### src/rtl/alu_seq_pkg.sv
// Shared definitions for the ALU control sequencer: opcodes, FSM states and
// the opcode classifier used by the decode step.
package alu_seq_pkg;

  localparam int OPC_W = 5;

  // Two-operand ALU group
  localparam logic [OPC_W-1:0] OP_ADD = 5'b00011;
  localparam logic [OPC_W-1:0] OP_SUB = 5'b00100;
  localparam logic [OPC_W-1:0] OP_AND = 5'b00101;
  localparam logic [OPC_W-1:0] OP_OR  = 5'b00110;
  localparam logic [OPC_W-1:0] OP_SHR = 5'b00111;
  localparam logic [OPC_W-1:0] OP_SHL = 5'b01000;
  localparam logic [OPC_W-1:0] OP_ROR = 5'b01001;
  localparam logic [OPC_W-1:0] OP_ROL = 5'b01010;
  // 64-bit result group
  localparam logic [OPC_W-1:0] OP_MUL = 5'b01111;
  localparam logic [OPC_W-1:0] OP_DIV = 5'b10000;
  // One-operand group
  localparam logic [OPC_W-1:0] OP_NEG = 5'b10001;
  localparam logic [OPC_W-1:0] OP_NOT = 5'b10010;

  typedef enum logic [3:0] {
    IDLE, T0, T1, T1W, T2, T3, T4, T5, T6, TRAP, ERR
  } state_t;

  typedef enum logic [1:0] {
    CLS_ALU, CLS_UNARY, CLS_MULDIV, CLS_ILLEGAL
  } op_class_t;

  // Map an opcode onto the execution sequence it needs.
  function automatic op_class_t classify(input logic [OPC_W-1:0] op);
    op_class_t cls;
    case (op)
      OP_ADD, OP_SUB, OP_AND, OP_OR,
      OP_SHR, OP_SHL, OP_ROR, OP_ROL: cls = CLS_ALU;
      OP_MUL, OP_DIV:                 cls = CLS_MULDIV;
      OP_NEG, OP_NOT:                 cls = CLS_UNARY;
      default:                        cls = CLS_ILLEGAL;
    endcase
    return cls;
  endfunction

endpackage

### src/rtl/alu_sequencer_onehot.sv
// Register-file select decoder: turns a register index into a one-hot
// R*in / R*out strobe vector. Out-of-range indices select nothing.
module onehot_decoder #(
  parameter int NUM_REGS = 16,
  parameter int IDX_W    = $clog2(NUM_REGS)
) (
  input  logic                en,
  input  logic [IDX_W-1:0]    idx,
  output logic [NUM_REGS-1:0] onehot
);

  // Single bit set when enabled and the index names a real register.
  always_comb begin
    onehot = '0;
    if (en && ({1'b0, idx} < (IDX_W+1)'(NUM_REGS)))
      onehot[idx] = 1'b1;
  end

endmodule

### src/rtl/alu_sequencer.sv
// Hard-wired control sequencer: fetches an instruction over the datapath bus
// and steps the register-to-register ALU, unary and mul/div execution
// sequences. All strobes are Moore outputs of the state register.
module alu_sequencer
  import alu_seq_pkg::*;
#(
  parameter int IR_W        = 32,
  parameter int OPCODE_W    = 5,
  parameter int NUM_REGS    = 16,
  parameter int MEM_TIMEOUT = 15
) (
  input  logic                Clock,
  input  logic                clear,
  input  logic                start,
  input  logic                mem_ready,
  input  logic [IR_W-1:0]     IR,
  output logic                PCout,
  output logic                MARin,
  output logic                IncPC,
  output logic                PCin,
  output logic                Read,
  output logic                MDRin,
  output logic                MDRout,
  output logic                IRin,
  output logic                Yin,
  output logic                Zlowin,
  output logic                Zhighin,
  output logic                Zlowout,
  output logic                Zhighout,
  output logic                HIin,
  output logic                LOin,
  output logic [NUM_REGS-1:0] reg_in,
  output logic [NUM_REGS-1:0] reg_out,
  output logic [OPCODE_W-1:0] opcode,
  output logic                busy,
  output logic                done,
  output logic                illegal,
  output logic                bus_error
);

  localparam int RF_W    = $clog2(NUM_REGS);
  localparam int RA_HI   = IR_W - 1 - OPCODE_W;
  localparam int RB_HI   = RA_HI - RF_W;
  localparam int RC_HI   = RB_HI - RF_W;
  localparam int LOW_TOP = RC_HI - RF_W;
  localparam logic [7:0] WAIT_LAST = 8'(MEM_TIMEOUT - 1);

  state_t              state, state_n;
  logic [7:0]          wait_cnt;

  // Instruction fields as presented by the datapath
  logic [OPCODE_W-1:0] ir_op;
  logic [RF_W-1:0]     ir_ra, ir_rb, ir_rc;
  op_class_t           dec_cls;

  // Fields captured when leaving T2, held for the execute steps
  logic [OPCODE_W-1:0] op_q;
  logic [RF_W-1:0]     ra_q, rb_q, rc_q;
  op_class_t           cls_q;

  // Register-select requests for the one-hot decoders
  logic                rin_en, rout_en;
  logic [RF_W-1:0]     rout_idx;

  logic                unused_ir_bits;

  assign ir_op = IR[IR_W-1 -: OPCODE_W];
  assign ir_ra = IR[RA_HI -: RF_W];
  assign ir_rb = IR[RB_HI -: RF_W];
  assign ir_rc = IR[RC_HI -: RF_W];
  assign unused_ir_bits = ^IR[LOW_TOP:0];

  // Classify the fetched word; any referenced register beyond the file is illegal.
  always_comb begin
    dec_cls = classify(ir_op);
    case (dec_cls)
      CLS_ALU:
        if (!reg_ok(ir_ra) || !reg_ok(ir_rb) || !reg_ok(ir_rc))
          dec_cls = CLS_ILLEGAL;
      CLS_MULDIV, CLS_UNARY:
        if (!reg_ok(ir_ra) || !reg_ok(ir_rb))
          dec_cls = CLS_ILLEGAL;
      default: ;
    endcase
  end

  function automatic logic reg_ok(input logic [RF_W-1:0] idx);
    return ({1'b0, idx} < (RF_W+1)'(NUM_REGS));
  endfunction

  // State register; clear forces IDLE immediately.
  always_ff @(posedge Clock or posedge clear) begin
    if (clear) state <= IDLE;
    else       state <= state_n;
  end

  // Memory wait counter: counts T1W cycles, zero in every other state.
  always_ff @(posedge Clock or posedge clear) begin
    if (clear)             wait_cnt <= '0;
    else if (state == T1W) wait_cnt <= wait_cnt + 8'd1;
    else                   wait_cnt <= '0;
  end

  // Capture decoded fields as the instruction leaves T2 so the execute
  // strobes depend only on registered state.
  always_ff @(posedge Clock) begin
    if (state == T2) begin
      op_q  <= ir_op;
      ra_q  <= ir_ra;
      rb_q  <= ir_rb;
      rc_q  <= ir_rc;
      cls_q <= dec_cls;
    end
  end

  // Next-state logic; start is only consulted in IDLE and terminal states.
  always_comb begin
    state_n = state;
    case (state)
      IDLE: if (start) state_n = T0;
      T0:   state_n = T1;
      T1:   state_n = mem_ready ? T2 : T1W;
      T1W: begin
        if (mem_ready)                  state_n = T2;
        else if (wait_cnt == WAIT_LAST) state_n = ERR;
      end
      T2: begin
        case (dec_cls)
          CLS_ILLEGAL: state_n = TRAP;
          CLS_UNARY:   state_n = T4;
          default:     state_n = T3;
        endcase
      end
      T3: state_n = T4;
      T4: state_n = T5;
      T5: begin
        if (cls_q == CLS_MULDIV) state_n = T6;
        else                     state_n = start ? T0 : IDLE;
      end
      T6, TRAP, ERR: state_n = start ? T0 : IDLE;
      default: state_n = IDLE;
    endcase
  end

  // Moore output decode from the state register and captured fields.
  always_comb begin
    PCout     = 1'b0;
    MARin     = 1'b0;
    IncPC     = 1'b0;
    PCin      = 1'b0;
    Read      = 1'b0;
    MDRin     = 1'b0;
    MDRout    = 1'b0;
    IRin      = 1'b0;
    Yin       = 1'b0;
    Zlowin    = 1'b0;
    Zhighin   = 1'b0;
    Zlowout   = 1'b0;
    Zhighout  = 1'b0;
    HIin      = 1'b0;
    LOin      = 1'b0;
    opcode    = '0;
    done      = 1'b0;
    illegal   = 1'b0;
    bus_error = 1'b0;
    rin_en    = 1'b0;
    rout_en   = 1'b0;
    rout_idx  = '0;
    case (state)
      T0: begin
        PCout  = 1'b1;
        MARin  = 1'b1;
        IncPC  = 1'b1;
        Zlowin = 1'b1;
      end
      T1: begin
        Zlowout = 1'b1;
        PCin    = 1'b1;
        Read    = 1'b1;
        MDRin   = 1'b1;
      end
      T1W: begin
        Read  = 1'b1;
        MDRin = 1'b1;
      end
      T2: begin
        MDRout = 1'b1;
        IRin   = 1'b1;
      end
      T3: begin
        Yin      = 1'b1;
        rout_en  = 1'b1;
        rout_idx = (cls_q == CLS_MULDIV) ? ra_q : rb_q;
      end
      T4: begin
        opcode   = op_q;
        Zlowin   = 1'b1;
        Zhighin  = 1'b1;
        rout_en  = 1'b1;
        rout_idx = (cls_q == CLS_ALU) ? rc_q : rb_q;
      end
      T5: begin
        Zlowout = 1'b1;
        if (cls_q == CLS_MULDIV) begin
          LOin = 1'b1;
        end else begin
          rin_en = 1'b1;
          done   = 1'b1;
        end
      end
      T6: begin
        Zhighout = 1'b1;
        HIin     = 1'b1;
        done     = 1'b1;
      end
      TRAP: illegal   = 1'b1;
      ERR:  bus_error = 1'b1;
      default: ;
    endcase
  end

  assign busy = (state != IDLE);

  onehot_decoder #(.NUM_REGS(NUM_REGS)) u_rin_dec (
    .en     (rin_en),
    .idx    (ra_q),
    .onehot (reg_in)
  );

  onehot_decoder #(.NUM_REGS(NUM_REGS)) u_rout_dec (
    .en     (rout_en),
    .idx    (rout_idx),
    .onehot (reg_out)
  );

endmodule

### config.mk
export PLATFORM = sky130hd
export DESIGN_NAME = alu_sequencer
export DESIGN_NICKNAME = d
export VERILOG_FILES = /design/src/rtl/alu_seq_pkg.sv /design/src/rtl/alu_sequencer_onehot.sv /design/src/rtl/alu_sequencer.sv
export SDC_FILE = /design/constraint.sdc
export NUM_CORES = 1
export LEC_CHECK = 0
export BUFFER_PORTS_ARGS = -buffer_cell sky130_fd_sc_hd__buf_2
export CAP_MARGIN = 15
export CORE_MARGIN = 3
export CORE_UTILIZATION = 48
export DETAILED_ROUTE_END_ITERATION = 8
export PLACE_DENSITY = 0.8
export SYNTH_ARGS = -nofsm -noshare
export SYNTH_HDL_FRONTEND = slang
export SYNTH_SLANG_ARGS = --single-unit
### constraint.sdc
create_clock -name Clock -period 3.2 [get_ports Clock]
set_input_delay 0.32 -clock Clock [delete_from_list [all_inputs] [get_ports Clock]]
set_output_delay 0.32 -clock Clock [all_outputs]
set_load 0.005 [all_outputs]
==> metrics.txt, run 1 <==
outcome finished clean; TritonCTS Buffers 5; Crit-path slowest cell dfrtp_1; Post-synth EDFFs 19; cell taking the most area after synthesis edfxtp_1; Hold Fails Final Rpt 0; Core Region 4202 µm²; worst min-delay path category in -> async; Setup Fix Bufs, Post-CTS 0; Initial Util between 50% and 60%; drt first-iter violations 108; Peak VDD IR roughly 0.00047 V; setup TNS 0 ns; Yosys Warn Count 0; Antenna Nets Post-Route 0; Overflow after GRT 0; vias in the first global route 1762; Die Y 73.68 µm; unrepaired setup endpoints after global routing no; fin crit share 85.77%; first-pass GRT wire length 8.128 mm; most frequent cells in the layout buf_2 (76), nor2_1 (36), edfxtp_1 (19); via count roughly 2000; top cell type's share of synthesized area between 20 and 30%; syn_nets between 200 and 300; RR Endpoint state[3]; Synth Register Bits 31; drc violations 0; WL per Instance between 10 and 15 µm; reg2reg setup slack around 1.3 ns; number of I/O pins 92; clock skew 0.005658 ns; Max Cap Violations 0; worst-path cell chain nand4bb_1, inv_1, o21ai_0, o21a_1, nor4_1, buf_2; Post-Syn Instances 237; cts hold-fix bufs 0; final core utilization a little under two thirds; nature of the critical path startpoint register; worst skew pair latency 0.28 ns; pin count of the biggest net entering global routing 19; worst-margin pin slew 0.5690 ns; Finish-stage setup viols 0; CTS clock-pin slew for the worst setup and hold paths around 0.07 ns; r2r worst-path depth 5; Cell Area, Synth 2198 µm²; commonest non-fill, non-tap cell in the layout buf_2; CP bufs+invs 2; Die Wd 73.68 µm; Crit. End Element output port; R2R Path Start state[2]; PwrDens between 600 and 700 nW/µm²; syn_area_per_cell 9.276 µm²; TritonRoute pass-1 iters 4; CTS resizes 0; Slew Limit Headroom approximately three fifths; post-DP HPWL 3.867 mm; H-tree levels 2; Core Rows 23; Leak Pwr 1.220 nW; Placer Congestion roughly 0.84; min Tclk post-route 2.744 ns; root buffer cell clkbuf_8; critical path arrival 2.42 ns; Sink Count 31; crit-path max cell delay 0.52 ns; Req. time, crit path 2.88 ns; TritonCTS clock tree yes; Seq/Total Area, Yosys 39.61%; CP max FO 14; ranking of synthesized cells by area edfxtp_1 (26%), dfrtp_1 (14%), nor2_1 (6.1%), nand2b_1 (3.7%), nor3_1 (3.0%); Area Overhead vs Synth 22.08%; antenna cell count 0; Synth Flop Type edfxtp_1; total track usage 19.16%; Netlist cell types 59; initial antenna violation count 0; Die ar. 5428 µm²; Slew Viols, Final 0; port buffer count 76; ratio of cells with drive above 1 in the final layout 33.77%; nets 345; routed wire length 5.018 mm; clk buf depth 2; ys async rst share 38.71%; Setup CP Type reg -> out; Max Fclk around 360 MHz; Via density around 5.5; crit-path leading delay family simple AND/OR/NAND/NOR gates
==> layout make-up <==
type                    count  area (µm²)
clock inverters             3       67.56
repair buffers             78       395.4
clock buffers               5       68.82
fillers                   362        1518
flip-flops and latches     31       870.8
multi-input cells         178        1181
inverters                  10       37.54
well taps                  50       62.56
==> how the worst max path moves through the flow <==
stage,from,to,cells past startpoint
floorplan,state[0],MDRout,3
global placement,state[3],reg_out[9],6
detailed placement,state[3],reg_out[9],6
CTS,state[3],reg_out[9],6
global route,state[3],reg_out[9],6
finish,state[3],reg_out[9],6
==> power breakdown <==
part	switching [mW]	internal, mW
sequential	0.125	0.507
combinational	0.340	0.287
clock	0.154	0.310
==> cell usage after synthesis, types with 3 or more instances <==
| master | number |
|---|---|
| nor2_1 | 36 |
| edfxtp_1 | 19 |
| nand2b_1 | 13 |
| nor3_1 | 13 |
| dfrtp_1 | 12 |
| inv_1 | 10 |
| nand2_1 | 9 |
| a21oi_1 | 8 |
| and2_1 | 8 |
| nor4_1 | 8 |
| buf_2 | 7 |
| buf_4 | 6 |
| ha_1 | 5 |
| mux2i_1 | 5 |
| nand3_1 | 5 |
| o21ai_0 | 5 |
| xor2_1 | 4 |
| clkbuf_1 | 3 |
| mux2_2 | 3 |
| nor4_2 | 3 |
| or2_2 | 3 |
| or3_1 | 3 |
==> metrics by stage <==
| step | setup slack [ns] | area (µm²) | power (mW) | hold WS (ns) | std cells |
|---|---|---|---|---|---|
| 3_3_place_gp | 0.8141 | 2547 | 1.258 | 0.3372 | 347 |
| 4_1_cts | 0.4838 | 2684 | 1.736 | 0.05561 | 355 |
| 2_1_floorplan | 0.3419 | 2198 | 1.092 | 0.1847 | 237 |
| 5_1_grt | 0.2356 | 2684 | 1.844 | 0.06781 | 355 |
| 3_5_place_dp | 0.8340 | 2547 | 1.269 | 0.3633 | 347 |
| 6_report | 0.4555 | 2684 | 1.724 | 0.03289 | 355 |
==> routing by layer <==
layer	vias up	part of all wire, %	global-route usage (%)
met5	-	0	0
met4	0	0.48	3.622
met3	4	7.3	3.830
met2	72	47	31.59
met1	899	45	26.28
li1	988	-	-
==> cells by family after synthesis <==
| kind of cell | synth area share [%] |
|---|---|
| compound gates | 12.24 |
| xor+xnor | 2.390 |
| fa+ha+maj | 2.846 |
| buf+inv | 6.887 |
| flops | 39.61 |
| mux | 3.813 |
| simple gates | 32.21 |
==> worst reg2reg max path: cells and delay by family (launching register included) <==
family                 cells  cell delay, ns
AND/OR/NAND/NOR            3            0.66
AO/OA/AOI/OAI              1            0.26
flip-flops                 1            0.59
buffers and inverters      1            0.33
==> flip-flops by register name (all words and copies together), names as in the netlist <==
name / cells
rb_q: 4
rc_q: 4
ra_q: 4
op_q: 5
wait_cnt: 8
state: 4
cls_q: 2
No activity file was read; power rests on OpenSTA's default activity.
==> run 2: changes to the inputs <==
- CORE_ASPECT_RATIO: unset -> 2
==> run 2 against run 1 <==
Effect of this change: critical path depth stayed put; global-route usage increased by 1.7 points; combinational power is 2% higher; die area grew 0.91%; flip-flop and latch count did not move; via count increased by 2.3%; sequential power rose by 1%.
==> metrics.txt, run 2 (same netlist as run 1, synthesis figures left out) <==
Placer Congestion 0.7878; setup TNS 0 ns; Req. time, crit path 2.88 ns; Overflow after GRT 0; Setup CP Type reg -> out; sequential share of power 41.1%; TritonCTS clock tree yes; max layer used met4; Top reg by flops wait_cnt; total track usage between 20% and 30%; WHS 0.02761 ns; drt first-iter violations 45; multi-input logic area approximately 1200 µm²; worst setup margin 0.5439 ns; Core Region approximately 4400 µm²; routed wire length 5.355 mm; antenna cell count 0; Die Y ~100 µm; Die ar. 5477 µm²; Via density 5.593; drc violations 0; ratio of cells with drive above 1 in the final layout 32.79%; clock skew 0.007872 ns; commonest non-fill, non-tap cell in the layout buf_2; unrepaired setup endpoints after global routing no; Antenna Nets Post-Route 0; Tot Pwr 1.560 mW; Max Fclk 376.5 MHz; number of I/O pins 92; min Tclk post-route 2.656 ns; worst skew pair latency 0.28 ns; Fillers 423; Slew Limit Headroom 56.84%; Hold Fails Final Rpt 0; CP max FO 14; switching pwr 0.6168 mW; worst min-delay path category in -> async; Setup Fix Bufs, Post-CTS 0; worst-margin pin slew 0.6454 ns; initial antenna violation count 0; metal2 WL 3.090 mm; Die Wd approximately 54 µm; port buffer count 76; Crit. End Element output port; Sink Count 31; worst slack, placed 0.8836 ns; largest registers wait_cnt x8, op_q x5; cts hold-fix bufs 0; clk buf depth 2; Max Cap Violations 0; Logic pwr share 41.0%; nets 345; nature of the critical path startpoint register; CTS clock-pin slew for the worst setup and hold paths 0.06 ns; Core Rows 34; PwrDens 592.5 nW/µm²; TritonCTS Buffers 5; Area Overhead vs Synth 19.75%; fin crit share between 80% and 90%; reg2reg setup slack 1.21 ns; Clk pwr share between 15 and 20%; Initial Util approximately half; outcome finished clean; Finish-stage setup viols 0; root buffer cell clkbuf_8; M1 WL 1.862 mm; Int Power 0.9429 mW; CTS resizes 0; Sw Share 39.55%; critical path arrival 2.34 ns; vias in the first global route 1920; pin count of the biggest net entering global routing 19; Peak VDD IR 0.0004790 V; WL per Instance 14.92 µm; Sequential Area 870.8 µm²; first-pass GRT wire length 8.397 mm; Leak Pwr 1.196 nW; most frequent cells in the layout buf_2 (76), nor2_1 (36), edfxtp_1 (19); TritonRoute pass-1 iters 4; post-DP HPWL ~4.3 mm; Slew Viols, Final 0; via count 2008; routed wl met3 217 µm; Largest register FFs 8; H-tree levels 2
[run 2: cell count changes in the layout (fill, tap and decap cells not counted)]
cell	change
clkinvlp_4	-1
clkbuf_1	+1
clkinv_1	+2
bufinv_16	-2
[run 2: worst paths after layout]
path	startpoint	cells past startpoint	end
worst max-delay path	state[3]	6	reg_out[11]
worst min-delay path	clear	2	wait_cnt[4]
worst max register to register	state[2]	5	state[3]
worst min register to register	wait_cnt[3]	2	wait_cnt[3]
max in group asynchronous	clear	2	wait_cnt[7]
min in group Clock	IR[26]	1	ra_q[3]
[run 2: metrics by stage]
stage,util [%],area (µm²),std cells
6_report,60.08,2633,359
3_3_place_gp,58.25,2552,351
3_5_place_dp,58.25,2552,351
2_1_floorplan,-,2198,237
5_1_grt,60.08,2633,359
4_1_cts,60.08,2633,359
[run 2: metal layers]
layer,track usage [%],vias up
met4,11.22,0
li1,-,990
met3,2.651,14
met1,20.04,941
met5,0,-
met2,39.72,63
[run 2: final cells by class]
type / instances / area share, %
tap: 54 / 2.567
sequential: 31 / 33.08
clock buffer: 6 / 2.757
clock inverter: 2 / 0.2852
inverter: 10 / 1.426
multi-input combinational: 178 / 44.87
timing repair buffer: 78 / 15.02
[run 2: critical path: stages, from the launching register on]
cell and delay, ns:
dfrtp_1 0.53, nand4bb_1 0.41, inv_1 0.34, o21ai_0 0.19, o32a_1 0.26, nor3_1 0.19
buf_2 0.14
[run 2: power by group through the flow]
stage	sequential [mW]	clock [mW]	combinational, mW
6_report	0.641	0.280	0.639
5_1_grt	0.653	0.300	0.720
4_1_cts	0.636	0.287	0.644
3_5_place_dp	0.645	0	0.640
3_3_place_gp	0.639	0	0.624
2_1_floorplan	0.557	0	0.535
